### src/rtl/run_seq_pkg.sv
// Shared types for the run sequencer: controller state and run status.
package run_seq_pkg;

  typedef enum logic [2:0] {
    IDLE,
    LOAD,
    KICK,
    RUN,
    RD,
    OUT,
    DONE
  } state_t;

  // Default cycle-counter width. The status view below uses it.
  localparam int unsigned STATUS_CW = 16;

  typedef struct packed {
    logic                 timeout;
    logic [STATUS_CW-1:0] cycles;
  } run_status_t;

endpackage

### src/rtl/run_sequencer.sv
// Run controller: load an image into data memory with the core held in
// reset, kick the core and time it, then stream a window of memory back out.
module run_sequencer
  import run_seq_pkg::*;
#(
  parameter int unsigned W          = 8,
  parameter int unsigned MA         = 8,
  parameter int unsigned CW         = STATUS_CW,
  parameter int unsigned MAX_CYCLES = 4096,
  parameter int unsigned DUMP_BASE  = 0,
  parameter int unsigned DUMP_COUNT = 4
) (
  input  logic          clk,
  input  logic          reset,
  input  logic          start,
  input  logic          abort,
  input  logic          load_valid,
  output logic          load_ready,
  input  logic [MA-1:0] load_addr,
  input  logic [W-1:0]  load_data,
  input  logic          load_last,
  output logic          core_rst,
  output logic          core_req,
  input  logic          core_done,
  output logic          mem_we,
  output logic [MA-1:0] mem_addr,
  output logic [W-1:0]  mem_wdata,
  input  logic [W-1:0]  mem_rdata,
  output logic          dump_valid,
  input  logic          dump_ready,
  output logic [W-1:0]  dump_data,
  output logic          busy,
  output logic          finished,
  output logic          timeout,
  output logic [CW-1:0] cycles
);

  typedef struct packed {
    logic          timeout;
    logic [CW-1:0] cycles;
  } status_t;

  localparam logic [CW-1:0] LAST_RUN_CYC = CW'(MAX_CYCLES - 1);
  localparam logic [MA-1:0] BASE_ADDR    = MA'(DUMP_BASE);
  localparam logic [MA-1:0] LAST_IDX     = MA'(DUMP_COUNT - 1);

  state_t        state;
  state_t        state_nx;
  status_t       status;
  logic [MA-1:0] idx;
  logic          have;      // dump_data holds a captured word for this OUT visit
  logic [W-1:0]  hold;
  logic          fin_q;

  logic          run_expire;
  logic          dump_hs;
  logic          dump_last;
  logic [MA-1:0] rd_addr;

  assign run_expire = (status.cycles == LAST_RUN_CYC);
  assign dump_hs    = (state == OUT) && have && dump_ready;
  assign dump_last  = (idx == LAST_IDX);
  assign rd_addr    = BASE_ADDR + idx;

  // State register.
  always_ff @(posedge clk) begin
    if (reset) state <= IDLE;
    else       state <= state_nx;
  end

  // Next-state logic; abort overrides every transition.
  always_comb begin
    state_nx = state;
    if (abort) begin
      state_nx = IDLE;
    end else begin
      case (state)
        IDLE:    if (start) state_nx = LOAD;
        LOAD:    if (load_valid && load_last) state_nx = KICK;
        KICK:    state_nx = RUN;
        RUN:     if (core_done || run_expire) state_nx = RD;
        RD:      state_nx = OUT;
        OUT:     if (dump_hs) state_nx = dump_last ? DONE : RD;
        DONE:    state_nx = IDLE;
        default: state_nx = IDLE;
      endcase
    end
  end

  // Counters, run status and the dump holding register.
  // OUT spends its first cycle capturing mem_rdata (address was issued in RD,
  // memory answers one cycle later), so dump_valid rises on the second cycle.
  always_ff @(posedge clk) begin
    if (reset) begin
      status <= '0;
      idx    <= '0;
      have   <= 1'b0;
      hold   <= '0;
      fin_q  <= 1'b0;
    end else begin
      fin_q <= (state == DONE) && !abort;
      if (abort) begin
        have <= 1'b0;
      end else begin
        case (state)
          KICK: begin
            status <= '0;
            idx    <= '0;
          end
          RUN: begin
            status.cycles <= status.cycles + CW'(1);
            if (run_expire && !core_done) status.timeout <= 1'b1;
          end
          OUT: begin
            if (!have) begin
              hold <= mem_rdata;
              have <= 1'b1;
            end else if (dump_ready) begin
              have <= 1'b0;
              idx  <= idx + MA'(1);
            end
          end
          default: ;
        endcase
      end
    end
  end

  // Per-state outputs; everything defaults low except core_rst.
  always_comb begin
    core_rst   = 1'b1;
    core_req   = 1'b0;
    load_ready = 1'b0;
    mem_we     = 1'b0;
    mem_addr   = '0;
    mem_wdata  = '0;
    dump_valid = 1'b0;
    busy       = (state != IDLE);
    case (state)
      LOAD: begin
        load_ready = 1'b1;
        mem_we     = load_valid;
        mem_addr   = load_addr;
        mem_wdata  = load_data;
      end
      KICK: begin
        core_rst = 1'b0;
        core_req = 1'b1;
      end
      RUN:     core_rst = 1'b0;
      RD:      mem_addr = rd_addr;
      OUT:     dump_valid = have;
      default: ;
    endcase
  end

  assign dump_data = hold;
  assign finished  = fin_q;
  assign timeout   = status.timeout;
  assign cycles    = status.cycles;

endmodule

### config.mk
export PLATFORM = sky130hd
export DESIGN_NAME = run_sequencer
export DESIGN_NICKNAME = d
export VERILOG_FILES = /design/src/rtl/run_seq_pkg.sv /design/src/rtl/run_sequencer.sv
export SDC_FILE = /design/constraint.sdc
export NUM_CORES = 1
export LEC_CHECK = 0
export CELL_PAD_IN_SITES_DETAIL_PLACEMENT = 1
export CELL_PAD_IN_SITES_GLOBAL_PLACEMENT = 2
export CORE_UTILIZATION = 25
export DETAILED_ROUTE_END_ITERATION = 8
export PLACE_DENSITY_LB_ADDON = 0.25
export SYNTH_ARGS = -nofsm -noshare
export SYNTH_HDL_FRONTEND = slang
export SYNTH_SLANG_ARGS = --single-unit
### constraint.sdc
create_clock -name clk -period 5.3 [get_ports clk]
set_clock_uncertainty 0.2 [all_clocks]
set_input_delay 0.795 -clock clk [delete_from_list [all_inputs] [get_ports clk]]
set_output_delay 0.795 -clock clk [all_outputs]
set_load 0.005 [all_outputs]
==> impl_metrics.yaml <==
setup_path:
  rr_endpoint: "cycles[14]"
  reg2reg_from: "state[1]"
  crit_required_ns: 4.30
  ff2ff_path_depth: 4
  worstSetupEndpointType: "output port"
  critical_path.startpoint_type: "flip-flop"
  worst-endpoint-arrival_ns: 2.26
  cp-startpoint: "state[0]"
  worstSetupPathType: "reg2out"
  timing.critical_path.fanout_max: 13
  reg2reg_setup_slack_ns: 2.76
clock_tree:
  tritoncts.num_buffers: 5
  post_cts.resized_instances: 0
  clk-insertion-delay-late_ns: 0.29
  tritoncts: "done"
  cts.path.max_buffers: 2
  postCtsHoldBufs: 0
  root_buffer_master: "clkbuf_8"
  cts-htree-levels: 2
  sink_count: 38
  clkTransAtPathRegs_ns: 0.08
  postCtsSetupRepairBufs: 0
placement:
  post-place-cells: 393
  hpwlAfterDp_um: 4130
  placedInstanceArea_um2: 2770
  place_worst_setup_slack_ns: 2.18
  port_buffers: 79
  finalWeightedCongestion: 0.696
power:
  clock_share_of_power_pct: 37.1
  p_switching_uw: 127
  combinational_group_share_of_total_power_pct: 9.6
  power_switching_share_pct: 23.5
  power_per_cell_area_nw_per_um2: 189
  max_vdd_drop_mv: 0.113
  p_int_uw: 413
  fin_total_pwr_uw: 540
  static_leakage_nw: 1.04
  power.share.sequential_pct: 53.3
min_path:
  hold-path-endpoint: "dump_data[4]"
  hold_start: "dump_data[4]"
  hold_path_class: "reg2reg"
  min_delay_path_depth: 2
synthesis:
  synthMuxAreaShare_pct: 4.73
  postSynth.asyncResetShare_pct: 0
  ys_warn_count: 0
  synth_top_area_share_pct: 39.9
  synth_compound_gate_area_share_pct: 15.0
  post_synth_instance_area_um2: 1910
  synth_fa_ha_area_share_pct: 1.31
  synth_fp_nets: 262
  synthXorXnorAreaFrac_pct: 4.60
  synth_register_bits: 38
  synth-seq-area-share_pct: 39.9
  synth_area_per_cell_um2: 8.36
  post_synth_edffs: 0
  post_synth_main_area_contributors: "dfxtp_1 (40%), nor2_1 (6.7%), mux2i_1 (4.7%)"
  share_of_synthesized_cell_area_in_and_or_nand_and_nor_gates_pct: 30.6
  synthesis.instances: 228
  synth_top_flop_cell: "dfxtp_1"
  dominant_combinational_cell_family_by_area_after_synthesis: "simple AND/OR/NAND/NOR gates"
  synth.lib_cells_used.distinct: 44
  synth.largest_area_cell: "dfxtp_1"
cells_and_area:
  register_area_um2: 761
  finalCoreUtilization_pct: 39.1
  design.final.nets: 335
  syn_to_final_growth_pct: 49.6
  multi_input_comb_area_um2: 1070
  num-fill-cells: 901
  layout_cell_share_with_drive_strength_beyond_1_pct: 4.97
  stdcell_area_um2: 2850
  layoutNonFillerInstCount: 401
  antenna_cells_inserted: 0
sta:
  final-max-slew-violation-count: 0
  worst-slew-pin-transition_ns: 0.686
  rsz_0062_raised_after_global_routing: "false"
  setup_total_negative_slack_ns: 0
  layout_worst_path_cycle_share_pct: 61.5
  max-slew-margin-rel_pct: 53.7
  setup_violations: 0
  post-route-min-period_ns: 3.26
  fmax_ghz: 0.307
  fin_ws_ns: 2.04
  holdWs_ns: 0.297
  hold_violations: 0
global_routing:
  number_of_antenna_violations_at_the_first_check_in_global_routing: 0
  grt_util_all_layers_pct: 14.8
  first_global_vias: 1946
  grt_first_pass_wirelength_um: 9230
  overflow: 0
  largest_net_degree_at_the_start_of_global_routing: 22
drt:
  drtPass1Iterations: 4
  drt_drc_violations_left: 0
  wl_per_cell_um: 14.0
  ant_nets: 0
  drt_first_iter_violations: 83
  detail_route.vias_per_cell: 4.82
  routed_wl_um: 5620
  routed-via-count: 1932
floorplanning:
  row_count: 31
  fp.dieW_um: 89.3
  coreArea_um2: 7290
  die-area_um2: 7980
  ios: 80
  initial_utilization_pct: 26.1
  die-height_um: 89.3
status:
  status: "complete, no violations"
job:
  timing.max_cap.violations: 0
-- power groups by stage --
stage               Clock (mW)  Sequential [mW]  Combinational (mW)
finish                   0.200            0.288              0.0517
global route             0.219            0.288              0.0568
CTS                      0.213            0.288              0.0527
detailed placement           0            0.295              0.0524
global placement             0            0.295              0.0520
floorplan                    0            0.293              0.0160
-- cells in the mapped netlist, drive strengths merged, types with 2 or more instances --
cell and number:
a21oi 15, a22oi 8, and2 9, and3 3, and4 3, buf 3, clkbuf 11, dfxtp 38
ha 2, inv 3, mux2i 9, nand2 10, nand2b 2, nand3 9, nand3b 2, nand4 6
nor2 34, nor2b 5, nor3 2, o21ai 10, o31ai 3, or2 2, or3 10, or4 4
xnor2 3, xor2 7
-- layer usage --
metal  GRT usage (%)  part of all wire, %
met4            3.90                 0.64
met3            2.49                  3.8
met1            18.2                   47
met2            26.6                   49
met5               0                    0
-- cell type report --
| class | instances | share of cell area, % |
|---|---|---|
| Clock buffer | 6 | 2.54 |
| Clock inverter | 2 | 0.483 |
| Inverter | 3 | 0.395 |
| Multi-Input combinational cell | 173 | 37.6 |
| Sequential cell | 38 | 26.7 |
| Tap cell | 99 | 4.34 |
| Timing Repair Buffer | 80 | 28.0 |
-- worst max path at each step --
stage	endpoint	slack, ns
global placement	cycles[14]	2.24
CTS	mem_addr[6]	2.01
detailed placement	cycles[14]	2.18
floorplan	cycles[14]	2.87
global route	mem_addr[2]	1.80
finish	mem_addr[4]	2.04
-- registers in the layout (all words and copies together) (netlist names) --
register	flops
timeout	1
have	1
finished	1
idx	8
state	3
dump_data	8
cycles	16
-- cells in the final DEF (no fill, tap or decap), drive strengths merged, types with 2 or more instances in the layout --
| cell | Yosys | final |
|---|---|---|
| nand3b | 2 | 2 |
| nand2 | 10 | 10 |
| ha | 2 | 2 |
| or3 | 10 | 10 |
| and3 | 3 | 3 |
| o21ai | 10 | 10 |
| clkdlybuf4s50 | 0 | 79 |
| nand2b | 2 | 2 |
| a21oi | 15 | 15 |
| inv | 3 | 3 |
| clkbuf | 11 | 6 |
| nand3 | 9 | 9 |
| a22oi | 8 | 8 |
| and4 | 3 | 3 |
| or2 | 2 | 2 |
| o31ai | 3 | 3 |
| nand4 | 6 | 6 |
| nor2 | 34 | 34 |
| and2 | 9 | 9 |
| xor2 | 7 | 7 |
| xnor2 | 3 | 3 |
| clkinv | 0 | 2 |
| mux2i | 9 | 9 |
| nor2b | 5 | 5 |
| nor3 | 2 | 2 |
| or4 | 4 | 4 |
| dfxtp | 38 | 38 |
-- kinds of logic (layout without fill, tap and decap cells) --
| group | count (synthesis) | in the layout |
|---|---|---|
| compound gates | 45 | 45 |
| xor+xnor | 10 | 10 |
| fa+ha+maj | 2 | 2 |
| buf+inv | 17 | 91 |
| flops | 38 | 38 |
| mux | 9 | 9 |
| simple gates | 107 | 107 |
-- critical path: stages (launching register included) --
cell             delay (ns)
dfxtp_1                0.56
nor2b_1                0.61
a22oi_1                0.14
nor2_1                 0.15
clkdlybuf4s50_1        0.52
Note: power is estimated with default switching activity, not from simulation.
